===== src/rtl/kogge_stone_adder_pkg.sv =====
// Shared helpers for the Kogge-Stone adder: prefix-tree depth for a given width.
package kogge_stone_adder_pkg;

    localparam int DEFAULT_PRECISION = 8;

    // Number of prefix levels: ceil(log2(width)), 0 for width 1.
    function automatic int ks_levels(input int width);
        int levels;
        levels = 0;
        while ((1 << levels) < width) begin
            levels = levels + 1;
        end
        return levels;
    endfunction

endpackage


===== src/rtl/kogge_stone_adder_prefix_cell.sv =====
// Kogge-Stone black cell: merges a high (generate, propagate) group with the group below it.
module ks_prefix_cell (
    input  logic g_hi,
    input  logic p_hi,
    input  logic g_lo,
    input  logic p_lo,
    output logic g_out,
    output logic p_out
);

    assign g_out = g_hi | (p_hi & g_lo);
    assign p_out = p_hi & p_lo;

endmodule


===== src/rtl/kogge_stone_adder.sv =====
// Registered unsigned adder with a log-depth Kogge-Stone carry network, carry-in tied to 0.
module kogge_stone_adder
    import kogge_stone_adder_pkg::*;
#(
    parameter int PRECISION = DEFAULT_PRECISION
) (
    input  logic                 clk_i,
    input  logic                 rst_i,
    input  logic [PRECISION-1:0] operand_a_i,
    input  logic [PRECISION-1:0] operand_b_i,
    output logic [PRECISION-1:0] result_o,
    output logic                 overflow_o
);

    localparam int LEVELS = ks_levels(PRECISION);

    // Level 0 holds the per-bit generate/propagate; level LEVELS holds group terms from bit 0.
    logic [PRECISION-1:0] g_lvl [LEVELS+1];
    logic [PRECISION-1:0] p_lvl [LEVELS+1];

    logic [PRECISION-1:0] bit_p;
    logic [PRECISION-1:0] carry;
    logic [PRECISION-1:0] sum;
    logic                 carry_out;

    assign bit_p    = operand_a_i ^ operand_b_i;
    assign g_lvl[0] = operand_a_i & operand_b_i;
    assign p_lvl[0] = bit_p;

    genvar k, i;
    generate
        for (k = 0; k < LEVELS; k++) begin : g_level
            localparam int DIST = 1 << k;
            for (i = 0; i < PRECISION; i++) begin : g_bit
                if (i >= DIST) begin : g_cell
                    ks_prefix_cell u_cell (
                        .g_hi  (g_lvl[k][i]),
                        .p_hi  (p_lvl[k][i]),
                        .g_lo  (g_lvl[k][i-DIST]),
                        .p_lo  (p_lvl[k][i-DIST]),
                        .g_out (g_lvl[k+1][i]),
                        .p_out (p_lvl[k+1][i])
                    );
                end else begin : g_pass
                    assign g_lvl[k+1][i] = g_lvl[k][i];
                    assign p_lvl[k+1][i] = p_lvl[k][i];
                end
            end
        end

        // Carry into bit i is the group generate of bits [i-1:0]; bit 0 sees carry-in 0.
        if (PRECISION == 1) begin : g_carry_single
            assign carry = 1'b0;
        end else begin : g_carry_multi
            assign carry = {g_lvl[LEVELS][PRECISION-2:0], 1'b0};
        end
    endgenerate

    assign sum       = bit_p ^ carry;
    assign carry_out = g_lvl[LEVELS][PRECISION-1];

    always_ff @(posedge clk_i) begin
        if (rst_i) begin
            result_o   <= '0;
            overflow_o <= 1'b0;
        end else begin
            result_o   <= sum;
            overflow_o <= carry_out;
        end
    end

endmodule


===== config.mk =====
export PLATFORM = sky130hd
export DESIGN_NAME = kogge_stone_adder
export DESIGN_NICKNAME = d
export VERILOG_FILES = /design/src/rtl/kogge_stone_adder_pkg.sv /design/src/rtl/kogge_stone_adder_prefix_cell.sv /design/src/rtl/kogge_stone_adder.sv
export SDC_FILE = /design/constraint.sdc
export NUM_CORES = 1
export LEC_CHECK = 0
export ABC_CLOCK_PERIOD_IN_PS = 3220
export CAP_MARGIN = 20
export CORE_MARGIN = 4
export CORE_UTILIZATION = 39
export DETAILED_ROUTE_END_ITERATION = 8
export GPL_TIMING_DRIVEN = 0
export PLACE_DENSITY_LB_ADDON = 0.08
export SLEW_MARGIN = 20
export SYNTH_ARGS = -nofsm -noshare
export SYNTH_HDL_FRONTEND = slang
export SYNTH_SLANG_ARGS = --single-unit

===== constraint.sdc =====
create_clock -name clk_i -period 3.22 [get_ports clk_i]
set_input_delay 0.644 -clock clk_i [delete_from_list [all_inputs] [get_ports clk_i]]
set_output_delay 0.644 -clock clk_i [all_outputs]
set_load 0.005 [all_outputs]

## Word level (Yosys, flattened, before mapping)

Cells that the tools add are included.

| storage, ports and cells | value |
|---|---|
| register bits | 9 |
| bits of input ports | 18 |
| output and inout port bits | 9 |

| cells by class | value |
|---|---|
| bitwise operators | 47 |

Operators with widths:

| operator | count |
|---|---|
| $and 1x1->1 | 27 |
| $or 1x1->1 | 17 |
| $xor 8x8->8 | 2 |
| $and 8x8->8 | 1 |

## Logic depth before layout (Yosys ltp)

Gate-level depths: netlist of the first run.

| depth | value |
|---|---|
| depth in word-level cells | 7 |
| mapped depth | 7 |
| depth with buffers taken out | 7 |

## Cells and area by module

From an unflattened synthesis of the first run, not the netlist that was laid out.

| unflattened totals | value |
|---|---|
| cells, all modules | 68 |
| area total of the unflattened synthesis | 651.9 µm² |

By module, submodules not included:

| module | sequential area each (µm²) | area an instance (µm²) | cells an instance | times used |
|---|---|---|---|---|
| kogge_stone_adder | 180.2 | 396.6 | 34 | 1 |
| ks_prefix_cell | 0.0 | 15.0 | 2 | 17 |

## Worst setup path before layout of the first run

OpenSTA, ideal clock, no wires.

| timing | value |
|---|---|
| kind | input -> register |
| start point | input port operand_a_i[0] |
| end point | register overflow_o |
| path slack | 1.262 ns |
| arrival | 1.838 ns |
| stages on the path | 7 |
| path through | ha_1 inv_1 fa_1 nor2b_1 o31a_2 o21a_1 o31a_1 |

| between the ends | value |
|---|---|
| word-level cells in the longest chain between the ends | 7 |

Ends and longest elaborated chain:

| item | RTL line | source |
|---|---|---|
| from (decl) | kogge_stone_adder.sv:9 | `input logic [PRECISION-1:0] operand_a_i,` |
| $and 8x8->8 | kogge_stone_adder.sv:27 | `assign g_lvl[0] = operand_a_i & operand_b_i;` |
| $and 1x1->1 | kogge_stone_adder_prefix_cell.sv:11 | `assign g_out = g_hi \| (p_hi & g_lo);` |
| $or 1x1->1 | kogge_stone_adder_prefix_cell.sv:11 |  |
| $and 1x1->1 | kogge_stone_adder_prefix_cell.sv:11 |  |
| $or 1x1->1 | kogge_stone_adder_prefix_cell.sv:11 |  |
| $and 1x1->1 | kogge_stone_adder_prefix_cell.sv:11 |  |
| $or 1x1->1 | kogge_stone_adder_prefix_cell.sv:11 |  |
| to (signal assigned) | kogge_stone_adder.sv:68 | `overflow_o <= carry_out;` |
| to (decl) | kogge_stone_adder.sv:12 | `output logic overflow_o` |

Every way passes these cells.
A chain may end at the register's enable or synchronous reset.

## Worst setup path after layout of the first run

Ends and elaborated chain as after synthesis.

==> impl_metrics.env, run 1 <==
export IMPL_status="complete, no violations"
export IMPL_cts_buffer_depth=2
export IMPL_cp_slowest_cell="clkdlybuf4s50_1"
export IMPL_worst_pin_slew_ps=243
export IMPL_crit_fanout=3
export IMPL_routed_via_density=5.18
export IMPL_tritoncts="built"
export IMPL_die_area_um2=2130
export IMPL_dp_hpwl_um=1010
export IMPL_syn_avg_cell_area_um2=9.16
export IMPL_cts_buffers=3
export IMPL_yosys_warnings=0
export IMPL_synth_top_area_share_pct=31.7
export IMPL_grt_pass1_wl_um=1740
export IMPL_ir_worst_vdd_mv=0.167
export IMPL_wl_um=1210
export IMPL_grt_overflow=0
export IMPL_setup_violations=0
export IMPL_p_per_area_nw_per_um2=374
export IMPL_syn_inst=62
export IMPL_p_total_uw=323
export IMPL_p_sw_share_pct=26.4
export IMPL_fin_crit_ps=2200
export IMPL_seq_area_frac_synth_pct=31.7
export IMPL_synth_ff_latch_count=9
export IMPL_drtAntennaViolNets=0
export IMPL_p_int_uw=238
export IMPL_synth_edf_count=0
export IMPL_clock_sinks=9
export IMPL_syn_area_um2=568
export IMPL_rsz0062_at_grt="no"
export IMPL_pwr_share_seq_pct=39.1
export IMPL_core_area_um2=1330
export IMPL_p_leak_uw=0.000367
export IMPL_insertedDiodeCount=0
export IMPL_drt_pass1_iter_count=3
export IMPL_grt_max_degree=11
export IMPL_die_width_um=46.2
export IMPL_cp_cell_sequence="clkdlybuf4s50_1 -> ha_1 -> inv_1 -> fa_1 -> nor2b_1 -> o31a_2 -> o21a_1 -> o31a_1"
export IMPL_relSlewSlack_pct=83.6
export IMPL_floorplan_initialDensity_pct=42.6
export IMPL_clock_power_share_pct=27.1
export IMPL_max_stage_delay_ps=400
export IMPL_synth_flop_cell="dfxtp_1"
export IMPL_post_cts_buffers=0
export IMPL_switching_power_uw=85.3
export IMPL_worstSetupPathType="input pin to flop"
export IMPL_fin_crit_sh_pct=68.5
export IMPL_rows=13
export IMPL_postCtsHoldBufs=0
export IMPL_ys_top_cells_by_count="9 x dfxtp_1, 9 x nor3_1, 8 x ha_1"
export IMPL_cts_resized_gates=0
export IMPL_setup_ws_ps=1020
export IMPL_antenna_found_initial=0
export IMPL_multi_input_area_um2=365
export IMPL_final_max_slew_violation_count=0
export IMPL_die_h_um=46.2
export IMPL_finalHoldViolations=0
export IMPL_fmax_mhz=454
export IMPL_vias=549
export IMPL_worstPathArrival_ps=2350
export IMPL_grt_use_total_pct=11.9
export IMPL_num_io_pins=27
export IMPL_finalNetCount=119
export IMPL_seq_area_um2=180
export IMPL_syn_to_final_growth_pct=52.0
export IMPL_yosys_area_top_type="dfxtp_1"
export IMPL_hold_worst_slack_ps=582
export IMPL_ys_types=22
export IMPL_htree_num_levels=1
export IMPL_power_frac_comb_pct=33.8
export IMPL_fill_cells=125
export IMPL_cts_reportedPaths_clkPinSlew_ps=60
export IMPL_cts_root_buf="clkbuf_4"
export IMPL_tns_ps=0
export IMPL_cp_required_ps=3370
export IMPL_async_flop_share_pct=0
export IMPL_crit_path_start_kind="input pin"
export IMPL_wl_per_cell_um=11.4
export IMPL_drive_gt1_share_pct=6.59
export IMPL_cap_violations=0
export IMPL_hold_class="input pin to flop"
export IMPL_place_ws_ps=748
export IMPL_grt_pass1_vias=458
export IMPL_netlist_top_cells_area="dfxtp_1 32%, ha_1 18%, nor3_1 7.9%"
export IMPL_syn_nets=89
export IMPL_drc=0
export IMPL_port_buffers=25
export IMPL_worstSetupEndpointType="flop"
export IMPL_gp_congestion=0.778
export IMPL_drt_initial_drc_count=9
critical path, delay by kind of cell:
kind / cells / cell delay [ps]
AOI/OAI and AO/OA: 3 / 740
buffers and inverters: 2 / 480
adders and majority gates: 2 / 410
and+or+nand+nor: 1 / 70
power by group through the flow:
stage                     Combinational, uW  Clock (uW)  Sequential [uW]
final                                   109        87.6              126
after detailed placement                110           0              129
after global routing                    119         100              127
after floorplan                        53.7           0              131
after global placement                  108           0              129
after CTS                               110        91.4              126
registers in the layout, indices dropped and copies added, names as in the netlist:
| name | flops |
|---|---|
| result_o | 8 |
| overflow_o | 1 |
metal layers:
metal,track usage (%),vias to the layer above,part of all wire (%)
met4,8.52,0,2.3
met1,12.8,243,44
met5,0,-,0
li1,-,288,-
met2,19.5,14,47
met3,3.52,4,7.0
through the flow:
| stage | cell area, um2 | util [%] | cells |
|---|---|---|---|
| floorplan | 568 | - | 62 |
| global placement | 837 | 62.8 | 102 |
| detailed placement | 837 | 62.8 | 102 |
| CTS | 863 | 64.7 | 106 |
| global route | 863 | 64.7 | 106 |
| finish | 863 | 64.7 | 106 |
worst paths after layout:
| path | slack (ps) | cells past startpoint | start | to |
|---|---|---|---|---|
| worst min-delay path | 580 | 2 | rst_i | result_o[1] |
| worst max-delay path | 1020 | 8 | operand_a_i[0] | overflow_o |
final cells by class:
class / count / share of cell area, %
repair buffers: 25 / 29.0
multi-input cells: 49 / 42.3
clock buffers: 4 / 3.04
inverters: 3 / 1.30
plain buffers: 1 / 1.30
well taps: 15 / 2.17
flip-flops and latches: 9 / 20.9
placed cells by master, fill, tap and decap left out:
| cell type | synthesis | layout |
|---|---|---|
| a211oi_1 | 1 | 1 |
| a211oi_2 | 1 | 1 |
| a21o_1 | 2 | 2 |
| a21oi_1 | 2 | 2 |
| buf_6 | 1 | 1 |
| clkbuf_1 | 0 | 1 |
| clkbuf_4 | 0 | 3 |
| clkdlybuf4s50_1 | 0 | 25 |
| dfxtp_1 | 9 | 9 |
| fa_1 | 1 | 1 |
| ha_1 | 8 | 8 |
| inv_1 | 3 | 3 |
| nand2_1 | 2 | 2 |
| nand3_1 | 2 | 2 |
| nor2_1 | 5 | 5 |
| nor2b_1 | 3 | 3 |
| nor3_1 | 9 | 9 |
| o211a_1 | 1 | 1 |
| o211ai_1 | 1 | 1 |
| o21a_1 | 4 | 4 |
| o21ai_0 | 2 | 2 |
| o31a_1 | 2 | 2 |
| o31a_2 | 1 | 1 |
| or2b_1 | 1 | 1 |
| or4_1 | 1 | 1 |
kinds of logic (layout without fill, tap and decap cells):
family	after synthesis	in the layout	synth area share [%]
AOI/OAI and AO/OA	17	17	22.9
adders and majority gates	9	9	21.1
buffers and inverters	4	33	3.96
DFF	9	9	31.7
and+or+nand+nor	23	23	20.3
No activity file was read; power rests on OpenSTA's default activity.
==> run 2, diff against run 1 <==
Settings changed: ABC_CLOCK_PERIOD_IN_PS 3220 to 2100.
Clock period 3.22 ns to 2.1 ns, I/O delays scaled along.
==> results of run 2 <==
Same layout as run 1 (identical final DEF). Status: complete, no violations.
Among the figures that moved: setup slack after placement 748 ps -> -148 ps; setup slack after layout 1020 ps -> 120 ps; hold slack 582 ps -> 358 ps; total power 323 uW -> 495 uW; worst IR drop on VDD 0.167 mV -> 0.257 mV
==> run 3, diff against run 2 <==
Settings changed: DONT_BUFFER_PORTS set to 1.
==> run 3 against run 2 <==
Compared with the run above: worst setup slack better by 430 ps; cell count is 24% lower; sequential power is 2% higher; sequential share of layout area is 8.5 points higher; combinational power is 41% lower; die area stayed put; fmax is 28% higher; largest power group unchanged; count of clock-buffer cells in the layout stayed put; clock power hardly changed; first-iteration DRC count is 78% lower; global-route usage is 0.21 points higher.
==> impl_metrics.env, run 3 (synthesized netlist as in run 1, its figures left out) <==
export IMPL_top_register="result_o"
export IMPL_relSlewSlack_pct=83.8
export IMPL_crit_path_start_kind="input pin"
export IMPL_die_h_um=46.2
export IMPL_die_area_um2=2130
export IMPL_layout_common_cells="9 x nor3_1, 9 x dfxtp_1, 8 x ha_1"
export IMPL_grt_use_total_pct=12.1
export IMPL_fin_crit_ps=1550
export IMPL_htree_num_levels=1
export IMPL_setup_violations=0
export IMPL_syn_to_final_growth_pct=7.93
export IMPL_cts_reportedPaths_clkPinSlew_ps=60
export IMPL_worstSetupPathType="input pin to flop"
export IMPL_worstHoldStart="rst_i"
export IMPL_drtAntennaViolNets=0
export IMPL_wl_per_cell_um=13.6
export IMPL_final_util_pct=46.0
export IMPL_routed_via_density=5.68
export IMPL_cts_resized_gates=0
export IMPL_core_area_um2=1330
export IMPL_cap_violations=0
export IMPL_grt_max_degree=11
export IMPL_cts_root_buf="clkbuf_4"
export IMPL_status="complete, no violations"
export IMPL_dp_cells=77
export IMPL_cts_buffers=3
export IMPL_grt_overflow=0
export IMPL_drt_initial_drc_count=2
export IMPL_wl_um=1100
export IMPL_final_max_slew_violation_count=0
export IMPL_crit_fanout=3
export IMPL_finalNetCount=94
export IMPL_worst_pin_slew_ps=241
export IMPL_fin_crit_sh_pct=73.9
export IMPL_vias=460
export IMPL_tritoncts="built"
export IMPL_post_cts_buffers=0
export IMPL_worstSetupEndpointType="flop"
export IMPL_clock_sinks=9
export IMPL_port_buffers=0
export IMPL_drc=0
export IMPL_worstPathArrival_ps=1700
export IMPL_cp_required_ps=2250
export IMPL_hold_class="input pin to flop"
export IMPL_fmax_mhz=644
export IMPL_num_io_pins=27
export IMPL_tns_ps=0
export IMPL_finalHoldViolations=0
export IMPL_min_path_cells=2
export IMPL_grt_pass1_wl_um=1810
export IMPL_reg_top3="result_o: 8 flops, overflow_o: 1 flops"
export IMPL_dp_hpwl_um=917
export IMPL_antenna_found_initial=0
export IMPL_rsz0062_at_grt="no"
export IMPL_floorplan_initialDensity_pct=42.6
export IMPL_die_width_um=46.2
export IMPL_drt_pass1_iter_count=2
export IMPL_min_to="result_o[1]"
export IMPL_fill_cells=138
export IMPL_layoutNonFillerInstCount=81
export IMPL_grt_pass1_vias=470
export IMPL_gp_congestion=0.741
export IMPL_insertedDiodeCount=0
export IMPL_postCtsHoldBufs=0
export IMPL_cts_buffer_depth=2
export IMPL_drive_gt1_share_pct=9.09
export IMPL_rows=13
export IMPL_largest_reg_flops=8
export IMPL_p_leak_uw=0.000272
export IMPL_p_per_area_nw_per_um2=700
export IMPL_ir_worst_vdd_mv=0.229
-- run 3: final cells by class --
class	instances	area (um2)	area share, %
Buffer	1	11.3	1.84
Inverter	3	11.3	1.84
Clock buffer	4	26.3	4.29
Multi-Input combinational cell	49	365	59.6
Sequential cell	9	180	29.4
Tap cell	15	18.8	3.06
-- run 3: worst max-delay path by stage --
stage / startpoint / to / depth (start not counted)
6_report: operand_a_i[0] / overflow_o / 7
4_1_cts: operand_a_i[0] / overflow_o / 7
5_1_grt: operand_a_i[0] / result_o[6] / 7
3_3_place_gp: operand_a_i[0] / overflow_o / 7
2_1_floorplan: operand_a_i[0] / overflow_o / 7
3_5_place_dp: operand_a_i[0] / overflow_o / 7
-- run 3: metrics by stage --
stage               hold slack, ps  setup slack (ps)  instance area (um2)  power (uW)
floorplan                      605               366                  568         283
global placement               631               280                  587         300
detailed placement             632               283                  587         302
CTS                            358               544                  613         435
global route                   371               473                  613         463
finish                         356               548                  613         429
-- run 3: worst max-delay path, cell delays in order --
cell and delay [ps]:
ha_1 210, inv_1 80, fa_1 170, nor2b_1 70, o31a_2 300, o21a_1 210, o31a_1 230
-- run 3: layer usage --
layer	up-vias	wire [um]	track usage, %
met5	-	0	0
met4	0	10	7.39
met3	2	82	4.30
met2	14	521	18.4
met1	203	488	14.4
li1	241	-	-
-- run 3: where the power goes --
part	total, uW	internal [uW]	switching [uW]
Combinational	98.4	46.3	52.1
Sequential	198	190	8.34
Clock	132	73.2	59.0
Total	429	309	119
